**src/rtl/tape_audio_out.sv**
```systemverilog
// tape_audio_out: turns the PIA cassette-out bit into a slew-limited square wave
// with an activity fade in/out, and mixes it into the core audio with saturation.
module tape_audio_out #(
  parameter int unsigned CLK_RATE  = 42954545,
  parameter logic [15:0] AMPLITUDE = 16'h2000,
  parameter logic [15:0] SLEW_STEP = 16'h0100,
  parameter int unsigned SLEW_DIV  = 4,
  parameter int unsigned IDLE_MS   = 500
) (
  input  logic        clk,
  input  logic        reset,
  input  logic        enable,
  input  logic        tape_bit,
  input  logic [15:0] audio_in,
  output logic [15:0] audio_out,
  output logic        active,
  output logic [15:0] half_period
);
  localparam logic [31:0] IDLE_CYCLES = 32'(CLK_RATE / 1000 * IDLE_MS);
  localparam int DW = SLEW_DIV > 1 ? $clog2(SLEW_DIV) : 1;
  localparam logic [DW-1:0] DIV_LAST = DW'(SLEW_DIV - 1);
  localparam logic signed [17:0] AMP = {2'b00, AMPLITUDE};
  localparam logic signed [17:0] STEP = {2'b00, SLEW_STEP};
  localparam logic signed [17:0] SAT_HI = 18'sh07FFF;
  localparam logic signed [17:0] SAT_LO = -18'sh08000;
  typedef enum logic [1:0] {IDLE, RUN, FADE} state_t;
  state_t state_q, state_d;
  logic bit_q, bit_edge, tick, timeout, near;
  logic [31:0] idle_q;
  logic [15:0] cnt_q;
  logic [DW-1:0] div_q;
  logic signed [16:0] level_q, level_d;
  logic signed [17:0] level_x, target, diff, sum;
  always_comb begin
    bit_edge = bit_q ^ tape_bit;
    tick = div_q == DIV_LAST;
    timeout = idle_q == IDLE_CYCLES;
    level_x = {level_q[16], level_q};
    target = state_q != RUN ? '0 : bit_q ? AMP : -AMP;
    diff = target - level_x;
    near = diff <= STEP && diff >= -STEP;
    level_d = state_q == IDLE ? '0 : !tick ? level_q : near ? target[16:0]
            : diff > 0 ? 17'(level_x + STEP) : 17'(level_x - STEP);
    // an edge arriving together with the timeout keeps the tone running
    state_d = (state_q != RUN && bit_edge && enable) ? RUN
            : (state_q == RUN && (!enable || (timeout && !bit_edge))) ? FADE
            : (state_q == FADE && level_q == '0) ? IDLE : state_q;
    sum = {{2{audio_in[15]}}, audio_in} + level_x;
  end
  always_ff @(posedge clk) begin
    bit_q <= tape_bit;
    if (reset) begin
      state_q     <= IDLE;
      level_q     <= '0;
      idle_q      <= IDLE_CYCLES;
      cnt_q       <= '0;
      div_q       <= '0;
      half_period <= '0;
      audio_out   <= '0;
      active      <= 1'b0;
    end else begin
      state_q     <= state_d;
      level_q     <= level_d;
      idle_q      <= bit_edge ? '0 : timeout ? idle_q : idle_q + 32'd1;
      cnt_q       <= bit_edge ? 16'd1 : &cnt_q ? cnt_q : cnt_q + 16'd1;
      half_period <= bit_edge ? cnt_q : half_period;
      div_q       <= tick ? '0 : div_q + DW'(1);
      audio_out   <= sum > SAT_HI ? 16'h7FFF : sum < SAT_LO ? 16'h8000 : sum[15:0];
      active      <= state_q != IDLE;
    end
  end
endmodule

```
**config.mk**
```make
export PLATFORM = sky130hd
export DESIGN_NAME = tape_audio_out
export DESIGN_NICKNAME = d
export VERILOG_FILES = /design/src/rtl/tape_audio_out.sv
export SDC_FILE = /design/constraint.sdc
export NUM_CORES = 1
export LEC_CHECK = 0
export ABC_AREA = 1
export CELL_PAD_IN_SITES_DETAIL_PLACEMENT = 0
export CELL_PAD_IN_SITES_GLOBAL_PLACEMENT = 1
export CORE_MARGIN = 8
export CORE_UTILIZATION = 46
export CTS_BUF_LIST = sky130_fd_sc_hd__clkbuf_4 sky130_fd_sc_hd__clkbuf_8
export DETAILED_ROUTE_END_ITERATION = 8
export GPL_ROUTABILITY_DRIVEN = 0
export PLACE_DENSITY_LB_ADDON = 0.1
export SLEW_MARGIN = 20
export SYNTH_ARGS = -nofsm -noshare
export SYNTH_HDL_FRONTEND = slang
export SYNTH_SLANG_ARGS = --single-unit
```
**constraint.sdc**
```tcl
create_clock -name clk -period 7.38 [get_ports clk]
set_clock_uncertainty 0.2 [all_clocks]
set_input_delay 0.738 -clock clk [delete_from_list [all_inputs] [get_ports clk]]
set_output_delay 0.738 -clock clk [all_outputs]
set_load 0.01 [all_outputs]
```
==> results.cfg <==
[setup_path]
cp_data_arrival_time_ns = 4.40
cp-end-kind = register
crit_top_cell = nand2_1
reg2reg_depth = 23
crit_buf_inv = 4
slowest_stage = fa_1
path_cells = inv_1 -> nor2_1 -> inv_1 -> nor2_1 -> ha_1 -> a21oi_1 -> nand2_1 -> nand2_1 -> nand2_1 -> nor2_1 -> nand3b_1 -> nand2_1 -> inv_1 -> fa_1 -> o21ai_0 -> nand4_1 -> nand2_1 -> nand2_1 -> nand2_1 -> inv_1 -> nand2_1 -> nand3_1 -> a21oi_1
path_class = reg -> reg
critPathMaxFanout = 10
critPathTopFamily = simple AND/OR/NAND/NOR gates
slowest_delay_ns = 0.42
required_ns = 7.50
start_kind = register
path_depth = 23

[drt]
drt_iter0_drc = 209
wl_mm = 11.8
drc = 0
avgRoutedWirePerCell_um = 12.7
drtAntennaViolNets = 0
via_per_inst = 5.00
wl_met3_um = 356
m1WireLength_mm = 5.33
vias = 4632
dr_wl_met2_mm = 5.81
highest_layer = met4
drt_first_pass_iters = 8

[pwr]
p_per_area_nw_per_um2 = 184
peakVddDrop_mv = 0.117
p_switching_uw = 352
p_sw_share_pct = 31.6
power_frac_seq_pct = 49.3
internal-power_uw = 761
p_leak_uw = 0.00266
total_power_uw = 1110
power.share.clock_pct = 29.9
p_comb_share_pct = 20.8

[cts]
cts_tree = done
cts_sinks = 95
clkTransAtPathRegs_ns = 0.10
h-tree-depth = 3
cts_buffer_depth = 2
cts_buffers = 9
postCtsHoldBufs = 0
cts_resized = 0
post_cts_buffers = 0
cts_root_buf = clkbuf_8
insertion_delay_ns = 0.38

[global_routing]
grt_usage_pct = 16.1
grt-ovfl-total = 0
grt_pass1_wl_mm = 19.7
grt_max_degree = 33
antenna_found_initial = 0
grt_pass1_vias = 4412

[sta]
rsz0062_at_grt = no
finalMaxSlewViolations = 0
relSlewSlack_pct = 34.7
finalCriticalPeriod_ns = 4.28
setup_tns_ns = 0
setup_viol = 0
worst_slew_pin_slew_ns = 0.979
fmax_mhz = 234
period_share_pct = 57.9
setup_slack_ns = 3.10
finalHoldViolations = 0

[layout]
fin_nets = 829
multi_input_area_um2 = 2830
area_delta_synth_final_pct = 15.9
n_fill_cell = 1156
antenna_cells = 0
final_common_cell = nand2_1
final_cell_mix = nand2_1, inv_1, dfxtp_1
drive_gt1_share_pct = 7.53
seqCellArea_um2 = 1900

[synthesis]
yosys.cell_types.count = 52
netlist_instances = 729
synth-edff-count = 0
syn_avg_cell_area_um2 = 7.15
yosysSeqAreaShare_pct = 36.5
syn-num-nets = 779
synth-seq-cells = 95
ys.flop_type = dfxtp_1
ys_warn_count = 0
netlist_area_um2 = 5210
async_flop_share_pct = 0

[die]
design.core.area_um2 = 11200
io_pins = 53
die_w_um = 122
start_util_pct = 46.4
row_count = 39
die_area_um2 = 15000
fp.dieH_um = 122

[place]
dp_slack_ns = 3.10
hpwl_mm = 9.01
io_buffers = 52

[flow_run]
drv_cap = 0

[hold_path]
hold_class = reg -> reg
min_path_cells = 1

[run_status]
status = completed
==> state kept, by name (all words and copies together) (netlist names) <==
register and count:
level_q 9, half_period 16, cnt_q 16, div_q 2, state_q 2, bit_q 1, audio_out 16, idle_q 32
active 1
==> cells in the mapped netlist, drive strengths merged, types with 2 or more instances <==
library cell | count | area share (%)
or2 | 5 | 0.60
nand3b | 2 | 0.29
nor2 | 93 | 7.6
nand4 | 13 | 1.7
nor4 | 3 | 0.65
a211oi | 15 | 2.2
a21o | 3 | 0.43
nor3 | 19 | 2.3
ha | 29 | 7.0
nand2 | 157 | 12
clkbuf | 7 | 0.50
nor3b | 2 | 0.38
xor2 | 9 | 1.5
a21oi | 46 | 4.6
buf | 6 | 0.58
o31ai | 2 | 0.29
dfxtp | 95 | 37
nand3 | 40 | 4.2
inv | 111 | 8.0
a31oi | 4 | 0.48
o21ai | 49 | 5.0
xnor2 | 8 | 1.3
==> cells by family after synthesis <==
group | count (synthesis) | synth area share, %
compound gates | 128 | 14.4
flops | 95 | 36.5
buf+inv | 124 | 9.08
xor+xnor | 17 | 2.86
fa+ha+maj | 30 | 7.35
simple gates | 335 | 29.8
==> through the flow <==
| stage | instances | utilization (%) | hold WS (ns) | cell area (um^2) |
|---|---|---|---|---|
| floorplan | 729 | - | 0.204 | 5210 |
| detailed placement | 911 | 52.1 | 0.219 | 5850 |
| CTS | 927 | 53.8 | 0.233 | 6040 |
| global placement | 911 | 52.1 | 0.214 | 5850 |
| global route | 927 | 53.8 | 0.242 | 6040 |
| finish | 927 | 53.8 | 0.230 | 6040 |
==> final timing paths <==
kind / slack [ns] / to / from
worst max-delay path: 3.10 / level_q[16] / state_q[0]
worst min-delay path: 0.23 / div_q[0] / div_q[0]
worst max register to register: 3.10 / level_q[16] / state_q[0]
worst min register to register: 0.23 / div_q[0] / div_q[0]
==> per-layer routing <==
metal  track usage (%)  vias to the layer above
met5                 0                        -
met4              7.54                        0
met3              2.99                       18
met2              27.9                       46
met1              18.9                     2098
li1                  -                     2470
==> layout make-up <==
| type | count | share of cell area, % |
|---|---|---|
| multi-input cells | 510 | 46.9 |
| flip-flops and latches | 95 | 31.5 |
| repair buffers | 52 | 8.62 |
| inverters | 111 | 6.90 |
| well taps | 143 | 2.96 |
| clock buffers | 9 | 2.05 |
| clock inverters | 7 | 1.04 |
==> power groups by stage <==
stage / Combinational (uW) / Clock [uW] / Sequential [uW]
floorplan: 153 / 0 / 565
global placement: 227 / 0 / 561
detailed placement: 231 / 0 / 561
CTS: 233 / 348 / 550
global route: 263 / 363 / 552
finish: 232 / 333 / 549
Power figures use the tool's default switching activity.
